**src/rtl/display_source_mux.sv**
```systemverilog
`default_nettype none
// ============================================================================
// Module   : display_source_mux
// Brief    : Frame-debounced pixel-source arbiter packing RGB plus gray into
//            the two 16-bit TCON write words.
// Revision : 1.0 - initial release
// ============================================================================
module display_source_mux #(
   parameter int                 NUM_CH        = 8,
   parameter int                 PIX_W         = 12,
   parameter int                 SETTLE_FRAMES = 2,
   parameter int                 FVAL_TIMEOUT  = 2**20,
   parameter logic [3*PIX_W-1:0] FALLBACK_RGB  = {8'hFF, {(PIX_W-8){1'b0}},
                                                  8'hFF, {(PIX_W-8){1'b0}},
                                                  {PIX_W{1'b0}}}
) (
   input  logic                       iClk,
   input  logic                       iRst_n,
   input  logic                       iFval,
   input  logic [NUM_CH-1:0]          iSelect,
   input  logic [NUM_CH*3*PIX_W-1:0]  iCh_RGB,
   input  logic [NUM_CH-1:0]          iCh_Valid,
   input  logic [NUM_CH-1:0]          iCh_Mark,
   input  logic [7:0]                 iGray,
   output logic [15:0]                oWr1_data,
   output logic [15:0]                oWr2_data,
   output logic                       oWr_data_valid,
   output logic [NUM_CH-1:0]          oActive,
   output logic                       oSwitching
);

   localparam int                 c_FW       = $clog2(SETTLE_FRAMES + 1);
   localparam int                 c_TW       = $clog2(FVAL_TIMEOUT + 1);
   localparam logic [c_FW-1:0]    c_SETTLE   = c_FW'(SETTLE_FRAMES);
   localparam logic [c_TW-1:0]    c_TIMEOUT  = c_TW'(FVAL_TIMEOUT);
   localparam logic [c_FW-1:0]    c_FONE     = c_FW'(1);
   localparam logic [c_TW-1:0]    c_TONE     = c_TW'(1);
   localparam logic [3*PIX_W-1:0] c_MARK_RGB = {8'hFF, {(3*PIX_W-8){1'b0}}};

   typedef enum logic [0:0] {
      STEADY  = 1'b0,
      PENDING = 1'b1
   } state_t;

   state_t              r_state;
   logic [NUM_CH-1:0]   r_req;
   logic [NUM_CH-1:0]   r_cand;
   logic [NUM_CH-1:0]   r_active;
   logic                r_fvalD;
   logic [7:0]          r_dGray;
   logic [c_FW-1:0]     r_fcnt;
   logic [c_TW-1:0]     r_tcnt;
   logic [7:0]          r_R8;
   logic [7:0]          r_G8;
   logic [7:0]          r_B8;
   logic                r_valid;

   logic [NUM_CH-1:0]   w_reqNorm;
   logic                w_fs;
   logic [c_FW-1:0]     w_fcntNext;
   logic [c_TW-1:0]     w_tcntNext;
   logic [3*PIX_W-1:0]  w_pixRGB;
   logic                w_pixValid;

   assign w_reqNorm  = $onehot(iSelect) ? iSelect : '0;
   assign w_fs       = iFval & ~r_fvalD;
   assign w_fcntNext = (r_fcnt == c_SETTLE)  ? r_fcnt : r_fcnt + c_FONE;
   assign w_tcntNext = (r_tcnt == c_TIMEOUT) ? r_tcnt : r_tcnt + c_TONE;

   // Pixel selection follows the applied source, never the raw request.
   always_comb begin
      w_pixRGB   = FALLBACK_RGB;
      w_pixValid = iCh_Valid[0];
      for (int k = 0; k < NUM_CH; k++) begin
         if (r_active[k]) begin
            w_pixValid = iCh_Valid[k];
            if (!iCh_Valid[k])
               w_pixRGB = '0;
            else if (iCh_Mark[k])
               w_pixRGB = c_MARK_RGB;
            else
               w_pixRGB = iCh_RGB[k*3*PIX_W +: 3*PIX_W];
         end
      end
   end

   generate
      if (PIX_W > 8) begin : g_lowBits
         logic w_unusedLow;
         assign w_unusedLow = ^{w_pixRGB[2*PIX_W +: PIX_W-8],
                                w_pixRGB[PIX_W   +: PIX_W-8],
                                w_pixRGB[0       +: PIX_W-8]};
      end
   endgenerate

   always_ff @(posedge iClk) begin
      if (!iRst_n) begin
         r_state  <= STEADY;
         r_req    <= '0;
         r_cand   <= '0;
         r_active <= '0;
         r_fvalD  <= 1'b0;
         r_dGray  <= '0;
         r_fcnt   <= '0;
         r_tcnt   <= '0;
         r_R8     <= '0;
         r_G8     <= '0;
         r_B8     <= '0;
         r_valid  <= 1'b0;
      end else begin
         r_req   <= w_reqNorm;
         r_fvalD <= iFval;
         r_dGray <= iGray;
         r_R8    <= w_pixRGB[3*PIX_W-1 -: 8];
         r_G8    <= w_pixRGB[2*PIX_W-1 -: 8];
         r_B8    <= w_pixRGB[PIX_W-1   -: 8];
         r_valid <= w_pixValid;

         // A request change restarts debouncing and swallows a coincident fs.
         if (r_req != r_cand) begin
            r_cand <= r_req;
            r_fcnt <= '0;
            r_tcnt <= '0;
            if (r_state == PENDING && r_req == r_active)
               r_state <= STEADY;
         end else if (r_cand == r_active) begin
            r_state <= STEADY;
         end else if (r_state == STEADY) begin
            r_state <= PENDING;
         end else if (w_fs) begin
            r_fcnt <= w_fcntNext;
            if (w_fcntNext >= c_SETTLE || r_tcnt >= c_TIMEOUT) begin
               r_active <= r_cand;
               r_state  <= STEADY;
            end
         end else begin
            r_tcnt <= w_tcntNext;
            if (w_tcntNext >= c_TIMEOUT) begin
               r_active <= r_cand;
               r_state  <= STEADY;
            end
         end
      end
   end

   assign oWr1_data      = {r_dGray[7], r_G8[7:3], r_B8, r_dGray[6:5]};
   assign oWr2_data      = {r_dGray[4], r_G8[2:0], r_dGray[3:2], r_R8, r_dGray[1:0]};
   assign oWr_data_valid = r_valid;
   assign oActive        = r_active;
   assign oSwitching     = (r_state == PENDING);

endmodule
`default_nettype wire

```
**config.mk**
```make
export PLATFORM = sky130hd
export DESIGN_NAME = display_source_mux
export DESIGN_NICKNAME = d
export VERILOG_FILES = /design/src/rtl/display_source_mux.sv
export SDC_FILE = /design/constraint.sdc
export NUM_CORES = 1
export LEC_CHECK = 0
export CAP_MARGIN = 30
export CORE_AREA = 2 2 141 143
export DETAILED_ROUTE_END_ITERATION = 7
export DIE_AREA = 0 0 143 145
export MAX_ROUTING_LAYER = met4
export PLACE_DENSITY_LB_ADDON = 0.05
export SYNTH_ARGS = -nofsm -noshare
export SYNTH_HDL_FRONTEND = slang
export SYNTH_SLANG_ARGS = --single-unit
```
**constraint.sdc**
```tcl
create_clock -name iClk -period 3.55 [get_ports iClk]
set_clock_uncertainty 0.05 [all_clocks]
set_input_delay 0.71 -clock iClk [delete_from_list [all_inputs] [get_ports iClk]]
set_output_delay 0.71 -clock iClk [all_outputs]
set_load 0.03 [all_outputs]
```
[Word level (Yosys, flattened, before mapping)]
Index checks and enable logic that the tools add are counted.
Word-level totals
  logic and storage cells: 89
  flip-flop bits (word level): 82
  output and inout port bits: 42
  bits of input ports: 323
Operators by class
  muxes and demuxes: 43
  add/sub/neg operators: 9
  bitwise gates (word level): 6
  reductions and logical operators: 8
  eq/ne operators: 8
  $lt $le $gt $ge: 3
Operator list (number)
  $mux W36: 24
  $ge A21 B21 Y1 const B: 2
  $mux W8: 3
  $add A21 B1 Y21 const B: 1
  $eq A21 B21 Y1 const B: 1
  $mux W21: 1
  $eq A8 B8 Y1: 2
  $mux W1: 14
  $add A1 B1 Y2: 4
  $ne A8 B8 Y1: 1
  $add A2 B2 Y3: 2
  $reduce_and A3 Y1: 2
  $not A1 Y1: 5
  $reduce_and A5 Y1: 1
  $add A3 B3 Y4: 1
  $eq A4 B1 Y1 const B: 1
  $ne A2 B1 Y1 const B: 2
  $add A2 B1 Y2 const B: 1
  $eq A2 B2 Y1 const B: 1
  $ge A2 B2 Y1 const B: 1
  $mux W2: 1
  $reduce_and A2 Y1: 1
  $reduce_bool A2 Y1: 1
  $reduce_or A2 Y1: 1
  other kinds (3): 3

[Logic depth before layout (Yosys ltp)]
Gate-level depths: netlist (run 1).
  word-level depth: 10
  gate-level depth with buffers: 12

[Worst setup path after synthesis (run 1)]
No wires, ideal clock.
  path type: in2reg
  start point: input port iSelect[0]
  end point: register r_req[0]
  library setup time: 0.059 ns
  stages: 12
  path buffers: 0
  path slack: -0.093 ns
  data arrival time: 3.534 ns
  data required time: 3.441 ns
  cells stage by stage: inv_1 > fa_1 > fa_1 > fa_1 > inv_1 > ha_1 > inv_1 > fa_1 > a2111oi_0 > a21oi_1 > nor2_1 > and2_1
Between the ends
  longest elaborated chain between the ends: 5
Ends and longest elaborated chain
  start, declared: RTL line 20  | input logic [NUM_CH-1:0] iSelect,
  $add A1 B1 Y2 (not written as such): RTL line 65  | assign w_reqNorm = $onehot(iSelect) ? iSelect : '0;
  $add A2 B2 Y3 (not written as such): RTL line 65
  $add A3 B3 Y4 (not written as such): RTL line 65
  $eq A4 B1 Y1: RTL line 65
  $reduce_and A2 Y1 (no line)
  end signal, assigned: RTL line 111  | r_req <= w_reqNorm;
  end, declared: RTL line 46  | logic [NUM_CH-1:0] r_req;
Several ways; a longest one is shown, not always the timed one.
A chain may end at the register's enable or synchronous reset.

[Worst setup path in the final report (run 1)]
  start point: input port iSelect[1]
  end point: register r_req[4]
Between the ends
  longest elaborated chain between the ends: 5
Ends and longest elaborated chain (RTL line)
  $add A1 B1 Y2 (not written as such): 65
  $add A2 B2 Y3 (not written as such): 65
  $add A3 B3 Y4 (not written as such): 65
  $eq A4 B1 Y1: 65
  $reduce_and A2 Y1 (no line)
Every way passes these cells.

==> results.md, run 1 <==
- Critical Path RT: 3.80 ns
- Vias per cell: 5.010
- Detailed-route wire length per cell: 18.43 um
- Reg2reg end: oActive[1]
- Vias in the first global route: 6,275
- F_max: 0.2964 GHz
- Post-synth top area cell: dfxtp_1
- Commonest cells in the netlist: dfxtp_1 (82), nor2_1 (75), o21ai_0 (69)
- Count of pins over their slew limit: 0
- Sequential fraction of the synthesis area: 0.3060
- R2r startpoint: r_tcnt[0]
- DRT iter0 DRCs: 319
- Psw: 0.7304 mW
- Switch share: 0.2889
- Status: finished clean
- Fin crit share: 0.9504
- Max_cap viols: 0
- Logic pwr share: 0.249
- Total gr overflow: 0
- Worst slew pin tran: 0.7848 ns
- Clock Power Share: 0.366
- Die W: 143 um
- Max VDD drop: 0.2751 mV
- Kind of critical path: input pin to flop
- Setup crit end kind: flop
- GRT Total Usage: 0.2241
- Prevailing post-synth register cell: dfxtp_1
- First-pass GRT wire length: 35,050 um
- Yosys warning total: 0
- Initial Util: 0.2793
- GP Congestion: 0.9013
- Unique masters post-synth: 53
- # DRC: 0
- P_leak: 3.197 nW
- FF-to-FF setup slack: 1.05 ns
- Detail Route Antenna Nets: 0
- Worst min path class: flop to flop
- Number of synthesized register bits: 82
- Path depth of the worst reg2reg path: 7
- Largest cells by area after synthesis: dfxtp_1 (31%), o21ai_0 (6.4%), nor2_1 (5.2%)
- Synthesized area: 0.005365 mm2
- H-tree levels: 3
- Num rows: 51
- RSZ-0062 raised after global routing: false
- Number of setup violations in the final report: 0
- Crit Path Max Fanout: 8
- Drt first pass iters: 6
- Share of layout cells above drive strength 1: 0.08180
- Area share of the largest cell type after synthesis: 0.3060
- Seq pwr share: 0.385
- Layout Nets: 1,306
- Core footprint: 0.01921 mm2
- Internal power: 1.798 mW
- Clk_lat worst skew: 0.35 ns
- Ports: 365
- CP endpoint: r_req[4]
- Final Hold Violating Endpoints: 0
- Synth async-reset ratio: 0
- Cell area after layout: 0.008771 mm2
- CP arrival: 3.62 ns
- Net count after synthesis: 1,043
- Cts bufs inserted: 9
- Die height: 145 um
- Initial antenna violation count: 2
- TritonCTS clock tree: built
- Most frequent cell after synthesis: dfxtp_1
- CTS clock-pin slew for the worst setup and hold paths: 0.07 ns
- Syn Area/Cell: 7.557 um2
- CP Launch Type: input pin
- Relative slew slack: 0.4768
- Routed Wire Length: 22,950 um
- Power Dens Cells: 288.3 mW/mm2
- CTS root buffer: clkbuf_16
- Worst setup path start: iSelect[1]
- Port Buffers: 268
- Largest net degree at the start of global routing: 33
- Die area: 0.02074 mm2
- Placed Area: 0.008433 mm2
- Setup_tns: 0 ns
- Fin crit period: 3.374 ns
- Max clock buf depth: 2
- EDFF count, synth: 0
- Via count: 6,238
- Syn Inst Count: 710
- Dpl hpwl: 17,780 um
- Synth-to-layout area growth: 63.48%
- # clock sinks: 82
-- layout by cell type, fill, tap and decap left out, types with 5 or more instances in the layout --
master and n:
a211oi_1 9, o21ai_0 69, xnor2_1 31, mux2i_1 12, a221oi_1 8, ha_1 5
or2_2 5, a21oi_1 50, nor2_1 73, nand2_1 64, buf_4 32, clkbuf_16 9
a222oi_1 15, a22o_1 7, a221o_1 8, a22oi_1 26, nor4_1 10, xor2_1 8
nor3_1 21, nand4_1 8, o31ai_1 11, inv_1 28, and2_1 26, dfxtp_1 82
and3_1 11, o22ai_1 8, nand3_1 19, clkdlybuf4s50_1 265
-- power groups by stage --
stage                     clock, mW  combinational, mW  sequential (mW)
final                         0.925              0.629            0.974
after global routing          0.982              0.685            0.977
after CTS                     0.954              0.625            0.974
after detailed placement          0              0.601            0.995
after global placement            0              0.599            0.995
after floorplan                   0              0.201             1.02
-- area by class of cell --
cell class,instances,area (um2)
clock buffer,9,225.2
clock inverter,7,58.81
fill,2000,10440
multi-input combinational,549,3475
timing repair buffer,300,2918
sequential,82,1642
inverter,31,116.4
antenna,2,5.005
tap,265,331.6
-- stage by stage --
| step | utilization | setup WS [ns] | total power [mW] | hold slack (ns) | std cells |
|---|---|---|---|---|---|
| after detailed placement | 0.4391 | -0.6400 | 1.596 | 0.4417 | 1225 |
| after global placement | 0.4387 | -0.6226 | 1.594 | 0.4316 | 1224 |
| after CTS | 0.4554 | 0.04832 | 2.553 | 0.4583 | 1242 |
| after global routing | 0.4566 | 0.01213 | 2.644 | 0.4786 | 1245 |
| final | 0.4566 | 0.1761 | 2.529 | 0.4513 | 1245 |
| after floorplan | - | 0.01566 | 1.225 | 0.4134 | 710 |
-- worst min-delay path by stage --
stage / from / endpoint / slack, ns / cells after the start
floorplan: r_fcnt[0] / r_fcnt[0] / 0.41 / 2
CTS: r_fcnt[1] / r_fcnt[1] / 0.46 / 2
finish: r_fcnt[1] / r_fcnt[1] / 0.45 / 2
detailed placement: r_fcnt[1] / r_fcnt[1] / 0.44 / 2
global placement: r_fcnt[1] / r_fcnt[1] / 0.43 / 2
global route: r_req[5] / r_cand[5] / 0.48 / 1
-- metal layers --
layer / vias to the layer above / part of all wire / wire length (um) / global-route usage
met1: 2869 / 0.46 / 10640 / 0.2914
li1: 3114 / - / - / -
met3: 18 / 0.098 / 2254 / 0.08152
met5: - / 0 / 0 / -
met4: 0 / 0.014 / 332 / 0.05495
met2: 237 / 0.42 / 9716 / 0.3301
-- logic make-up after synthesis --
kind of cell    Yosys count  synth area share
xor+xnor                 39           0.06367
buf+inv                  79           0.05714
flops                    82            0.3060
fa+ha+maj                10           0.02892
compound gates          224            0.2740
simple gates            263            0.2458
mux                      13           0.02449
-- critical path, stage by stage --
cell             delay, ns
clkdlybuf4s15_1       0.17
inv_1                 0.05
fa_1                  0.46
fa_1                  0.51
fa_1                  0.42
inv_2                 0.08
ha_4                  0.13
inv_2                 0.03
fa_2                  0.35
a2111oi_4             0.30
a21oi_2               0.08
nor2_4                0.15
and2_4                0.16
-- timing repair --
| item | in CTS | in global routing |
|---|---|---|
| hold buffers | 0 | 0 |
| buffers inserted | 1 | 1 |
| resized for setup | 9 | 8 |
| pin swaps | 7 | 7 |
| endpoints found under the setup margin | 8 | 8 |
| endpoints found under the hold margin | 0 | 0 |
Power figures use the tool's default switching activity.
==> inputs of run 2 (changes only) <==
- ABC_CLOCK_PERIOD_IN_PS: default -> 3550
- CAP_MARGIN: 30 -> default
==> run 2 against run 1 <==
  * Global-route usage is 0.13 points higher
  * Final area about the same
  * Critical path depth is the same
  * Fmax up 1.1%
  * Combinational power shrank 1%
  * Worst hold slack lost 0.0016 ns
  * First-iteration DRC count up 30%
  * Via count unchanged
  * Register-to-register slack got worse by 0.05 ns
  * Worst setup slack improved by 0.038 ns
==> results.md, run 2 (same netlist as run 1, synthesis figures left out) <==
- Status: finished clean (unchanged)
- Post-Route Utilization: 0.4564 (was 0.4566)
- WP buf/inv: 4 (unchanged)
- Max clock buf depth: 2 (unchanged)
- Relative slew slack: 0.2705 (was 0.4768)
- H-tree levels: 3 (unchanged)
- Met3 wire len: 2295 um (was 2254 um)
- Fin crit period: 3.336 ns (was 3.374 ns)
- Hold-fix buffers at CTS: 0 (unchanged)
- Largest net degree at the start of global routing: 33 (unchanged)
- Port Buffers: 268 (unchanged)
- Slowest-stage cell, CP: fa_1 (unchanged)
- Synth-to-layout area growth: 63.39% (was 63.48%)
- Number of setup violations in the final report: 0 (unchanged)
- Crit path largest cell delay: 0.54 ns (was 0.51 ns)
- Worst min path class: flop to flop (unchanged)
- Die area: 0.02074 mm2 (unchanged)
- Worst path top cell family by delay: adder cells (unchanged)
- Fin crit share: 0.9398 (was 0.9504)
- Routed Wire Length: 22,930 um (was 22,950 um)
- Num rows: 51 (unchanged)
- Max VDD drop: 0.2437 mV (was 0.2751 mV)
- Crit Path Max Fanout: 8 (unchanged)
- Die W: 143 um (unchanged)
- TritonCTS clock tree: built (unchanged)
- Setup_tns: 0 ns (unchanged)
- # DRC: 0 (unchanged)
- Initial antenna violation count: 4 (was 2)
- GP Congestion: 0.9013 (unchanged)
- Layout Nets: 1,305 (was 1,306)
- GRT Total Usage: 0.2254 (was 0.2241)
- Worst slew pin tran: 1.086 ns (was 0.7848 ns)
- DRT iter0 DRCs: 416 (was 319)
- Dpl hpwl: 17,760 um (was 17,780 um)
- Met2 wire length: 9719 um (was 9716 um)
- Fill cells: 1,988 (was 2,000)
- Via count: 6,238 (unchanged)
- Core footprint: 0.01921 mm2 (unchanged)
- Vias per cell: 5.002 (was 5.010)
- Finished Layout Cells: 1,247 (was 1,245)
- Kind of critical path: input pin to flop (unchanged)
- F_max: 0.2997 GHz (was 0.2964 GHz)
- Commonest cells after routing, fill and taps aside: clkdlybuf4s50_1 (265), dfxtp_1 (82), nor2_1 (73), o21ai_0 (69), nand2_1 (64) (unchanged)
- Clk_lat worst skew: 0.36 ns (was 0.35 ns)
- Power Dens Cells: 290.8 mW/mm2 (was 288.3 mW/mm2)
- # clock sinks: 82 (unchanged)
- Final Hold Violating Endpoints: 0 (unchanged)
- Detail Route Antenna Nets: 0 (unchanged)
- CP Launch Type: input pin (unchanged)
- Hold_ws: 0.4497 ns (was 0.4513 ns)
- Ports: 365 (unchanged)
- Cells after DPL: 1,224 (was 1,225)
- Max_cap viols: 0 (unchanged)
- CTS clock-pin slew for the worst setup and hold paths: 0.07 ns (about the same)
- Drt first pass iters: 6 (unchanged)
- Critical Path, Cell by Cell: clkbuf_2 -> inv_2 -> fa_1 -> fa_1 -> fa_1 -> inv_1 -> ha_2 -> inv_2 -> fa_2 -> a2111oi_4 -> a21oi_2 -> nor2_4 -> and2_4 (was clkdlybuf4s15_1 -> inv_1 -> fa_1 -> fa_1 -> fa_1 -> inv_2 -> ha_4 -> inv_2 -> fa_2 -> a2111oi_4 -> a21oi_2 -> nor2_4 -> and2_4)
- Most used cell, CP: fa_1 (unchanged)
- M1 WL: 10,590 um (was 10,640 um)
- Setup crit end kind: flop (unchanged)
- Cts bufs inserted: 9 (unchanged)
- CP arrival: 3.59 ns (was 3.62 ns)
- Count of pins over their slew limit: 0 (unchanged)
- CTS root buffer: clkbuf_16 (unchanged)
- Vias in the first global route: 6,316 (was 6,275)
- Total gr overflow: 0 (unchanged)
- RSZ-0062 raised after global routing: false (unchanged)
- Share of layout cells above drive strength 1: 0.08188 (was 0.08180)
- Most common cell after layout, fill and taps aside: clkdlybuf4s50_1 (unchanged)
- Die height: 145 um (unchanged)
- First-pass GRT wire length: 35,090 um (was 35,050 um)
- Critical Path RT: 3.81 ns (was 3.80 ns)
- Initial Util: 0.2793 (unchanged)
- Max Used Layer: met4 (unchanged)
- Detailed-route wire length per cell: 18.39 um (was 18.43 um)
- P_leak: 3.198 nW (was 3.197 nW)
## run 2: area by class of cell
type	instances	area, um2	area share
Timing Repair Buffer	299	2900	0.3309
Sequential cell	82	1642	0.1873
Clock buffer	9	225.2	0.02569
Clock inverter	7	73.82	0.008421
Inverter	31	116.4	0.01327
Antenna cell	5	12.51	0.001427
Multi-Input combinational cell	549	3465	0.3952
Tap cell	265	331.6	0.03782
## run 2: worst register-to-register path: cells and delay by family (launching register included)
kind            cells  cell delay (ns)
flops               1             0.49
simple gates        3             0.51
mux                 2             0.45
compound gates      1             0.60
fa+ha+maj           1             0.32
## run 2: where the power goes
part           internal (mW)  switching (mW)  total, mW
registers              0.951          0.0231      0.974
logic                  0.358           0.262      0.621
clock network          0.496           0.459      0.955
total                   1.81           0.744       2.55
## run 2: repair_timing
| item | in CTS | in global routing |
|---|---|---|
| setup endpoints to repair | 8 | 8 |
| buffers inserted | 2 | 0 |
| pin swaps | 7 | 7 |
| resized for setup | 9 | 8 |
## run 2: path summary, 6_finish.rpt
path	endpoint	depth (start not counted)	from	slack [ns]
worst max-delay path	r_req[6]	13	iSelect[0]	0.21
worst min-delay path	r_fcnt[1]	2	r_fcnt[1]	0.45
worst max register to register	oActive[1]	7	r_tcnt[0]	1.00
worst min register to register	r_fcnt[1]	2	r_fcnt[1]	0.45
## run 2: routing by layer
layer | vias to the layer above | global-route usage
met5 | - | -
met4 | 0 | 0.05842
met3 | 20 | 0.07822
met2 | 233 | 0.3299
met1 | 2864 | 0.2960
li1 | 3121 | -
## run 2: per-stage QoR
stage / power [mW] / setup slack [ns] / cell area, um2
after detailed placement: 1.595 / -0.6461 / 8426
after floorplan: 1.225 / 0.01566 / 5376
final: 2.549 / 0.2137 / 8766
after global placement: 1.594 / -0.6226 / 8426
after CTS: 2.583 / 0.05392 / 8762
after global routing: 2.662 / 0.02169 / 8763
==> inputs of run 3 (changes only) <==
- CAP_MARGIN: default -> 25
==> run 3 against run 2 <==
  * Routed wire length hardly changed
  * Sequential cell count stayed put
  * Via count stayed put
  * Highest routed layer unchanged
  * Final area hardly changed
==> results.md, run 3 (same netlist as run 1, synthesis figures left out) <==
- H-tree levels: 3 (unchanged)
- Final Hold Violating Endpoints: 0 (unchanged)
- Ports: 365 (unchanged)
- Vias per cell: 5.010 (was 5.002)
- Hold_ws: 0.4513 ns (was 0.4497 ns)
- Reg area: 0.001642 mm2 (unchanged)
- Kind of critical path: input pin to flop (unchanged)
- Core footprint: 0.01921 mm2 (unchanged)
- Post-layout worst setup margin: 0.1761 ns (was 0.2137 ns)
- Crit Path Max Fanout: 8 (unchanged)
- Share of layout cells above drive strength 1: 0.08180 (was 0.08188)
- Critical Path, Cell by Cell: clkdlybuf4s15_1 -> inv_1 -> fa_1 -> fa_1 -> fa_1 -> inv_2 -> ha_4 -> inv_2 -> fa_2 -> a2111oi_4 -> a21oi_2 -> nor2_4 -> and2_4 (was clkbuf_2 -> inv_2 -> fa_1 -> fa_1 -> fa_1 -> inv_1 -> ha_2 -> inv_2 -> fa_2 -> a2111oi_4 -> a21oi_2 -> nor2_4 -> and2_4)
- CP arrival: 3.62 ns (was 3.59 ns)
- Most common cell after layout, fill and taps aside: clkdlybuf4s50_1 (unchanged)
- Fin crit period: 3.374 ns (was 3.336 ns)
- Setup crit end kind: flop (unchanged)
- Worst min path class: flop to flop (unchanged)
- Most used cell, CP: fa_1 (unchanged)
- Max_cap viols: 0 (unchanged)
- Max clock buf depth: 2 (unchanged)
- Via count: 6,238 (unchanged)
- P_leak: 3.197 nW (was 3.198 nW)
- Die W: 143 um (unchanged)
- Area of the multi-input gates: 0.003475 mm2 (was 0.003465 mm2)
- Total gr overflow: 0 (unchanged)
- Fin crit share: 0.9504 (was 0.9398)
- Slowest-stage cell, CP: fa_1 (unchanged)
- Initial antenna violation count: 2 (was 4)
- Fill cells: 2,000 (was 1,988)
- F_max: 0.2964 GHz (was 0.2997 GHz)
- Number of setup violations in the final report: 0 (unchanged)
- Setup_tns: 0 ns (unchanged)
- Hold-fix buffers at CTS: 0 (unchanged)
- Detail Route Antenna Nets: 0 (unchanged)
- Routed Wire Length: 22,950 um (was 22,930 um)
- Die area: 0.02074 mm2 (unchanged)
- Num rows: 51 (unchanged)
- Critical Path RT: 3.80 ns (was 3.81 ns)
- Drt first pass iters: 6 (unchanged)
- # DRC: 0 (unchanged)
- RSZ-0062 raised after global routing: false (unchanged)
- Status: finished clean (unchanged)
- Layout Nets: 1,306 (was 1,305)
- GP Congestion: 0.9013 (unchanged)
- GRT Total Usage: 0.2241 (was 0.2254)
- Initial Util: 0.2793 (unchanged)
- Detailed-route wire length per cell: 18.43 um (was 18.39 um)
- Path depth of the worst reg2reg path: 7 (unchanged)
- Relative slew slack: 0.4768 (was 0.2705)
- Cts bufs inserted: 9 (unchanged)
- Dpl hpwl: 17,780 um (was 17,760 um)
- Synth-to-layout area growth: 63.48% (was 63.39%)
- Total Power: 2.529 mW (was 2.549 mW)
- Vias in the first global route: 6,275 (was 6,316)
- Worst slew pin tran: 0.7848 ns (was 1.086 ns)
- Crit path largest cell delay: 0.51 ns (was 0.54 ns)
- First-pass GRT wire length: 35,050 um (was 35,090 um)
- DRT iter0 DRCs: 319 (was 416)
- CP Launch Type: input pin (unchanged)
- Die height: 145 um (unchanged)
- CTS clock-pin slew for the worst setup and hold paths: 0.07 ns (about the same)
- Pre-CTS setup slack: -0.6400 ns (was -0.6461 ns)
- # clock sinks: 82 (unchanged)
- Max VDD drop: 0.2751 mV (was 0.2437 mV)
- TritonCTS clock tree: built (unchanged)
- Count of pins over their slew limit: 0 (unchanged)
- Power Dens Cells: 288.3 mW/mm2 (was 290.8 mW/mm2)
- Port Buffers: 268 (unchanged)
- Commonest cells after routing, fill and taps aside: clkdlybuf4s50_1 (265), dfxtp_1 (82), nor2_1 (73), o21ai_0 (69), nand2_1 (64) (unchanged)
- Hold path cells: 2 (unchanged)
- Largest net degree at the start of global routing: 33 (unchanged)
- Clk_lat worst skew: 0.35 ns (was 0.36 ns)
- CTS root buffer: clkbuf_16 (unchanged)
==> run 3: worst paths after layout <==
path,slack [ns],start,to
max,0.18,iSelect[1],r_req[4]
min,0.45,r_fcnt[1],r_fcnt[1]
max reg2reg,1.05,r_tcnt[0],oActive[1]
min reg2reg,0.45,r_fcnt[1],r_fcnt[1]
==> run 3: layer usage <==
metal,share of wire,global-route usage,routed length [um]
met5,0,-,0
met4,0.014,0.05495,332
met3,0.098,0.08152,2254
met2,0.42,0.3301,9716
met1,0.46,0.2914,10640
==> run 3: through the flow <==
stage | utilization | cells | cell area, um2
after floorplan | - | 710 | 5376
after global placement | 0.4387 | 1224 | 8426
after detailed placement | 0.4391 | 1225 | 8433
after CTS | 0.4554 | 1242 | 8747
after global routing | 0.4566 | 1245 | 8771
final | 0.4566 | 1245 | 8771
==> run 3: area by class of cell <==
class / instances / share of cell area
Tap cell: 265 / 0.03780
Inverter: 31 / 0.01327
Antenna cell: 2 / 0.0005706
Multi-Input combinational cell: 549 / 0.3961
Sequential cell: 82 / 0.1872
Timing Repair Buffer: 300 / 0.3327
Clock inverter: 7 / 0.006705
Clock buffer: 9 / 0.02568
==> run 3: what timing repair did <==
item | in CTS | in global routing
gates resized for setup | 9 | 8
setup buffers | 1 | 1
endpoints found under the setup margin | 8 | 8
pin swaps | 7 | 7
==> run 3: critical path: cells and delay by family <==
| kind | cells | cell delay [ns] |
|---|---|---|
| and+or+nand+nor | 2 | 0.31 |
| adders and majority gates | 5 | 1.87 |
| buffers and inverters | 4 | 0.33 |
| AOI/OAI and AO/OA | 2 | 0.38 |
==> run 3: power by group <==
part / internal, mW / switching [mW]
Combinational: 0.362 / 0.268
Clock: 0.486 / 0.440
Sequential: 0.951 / 0.0231
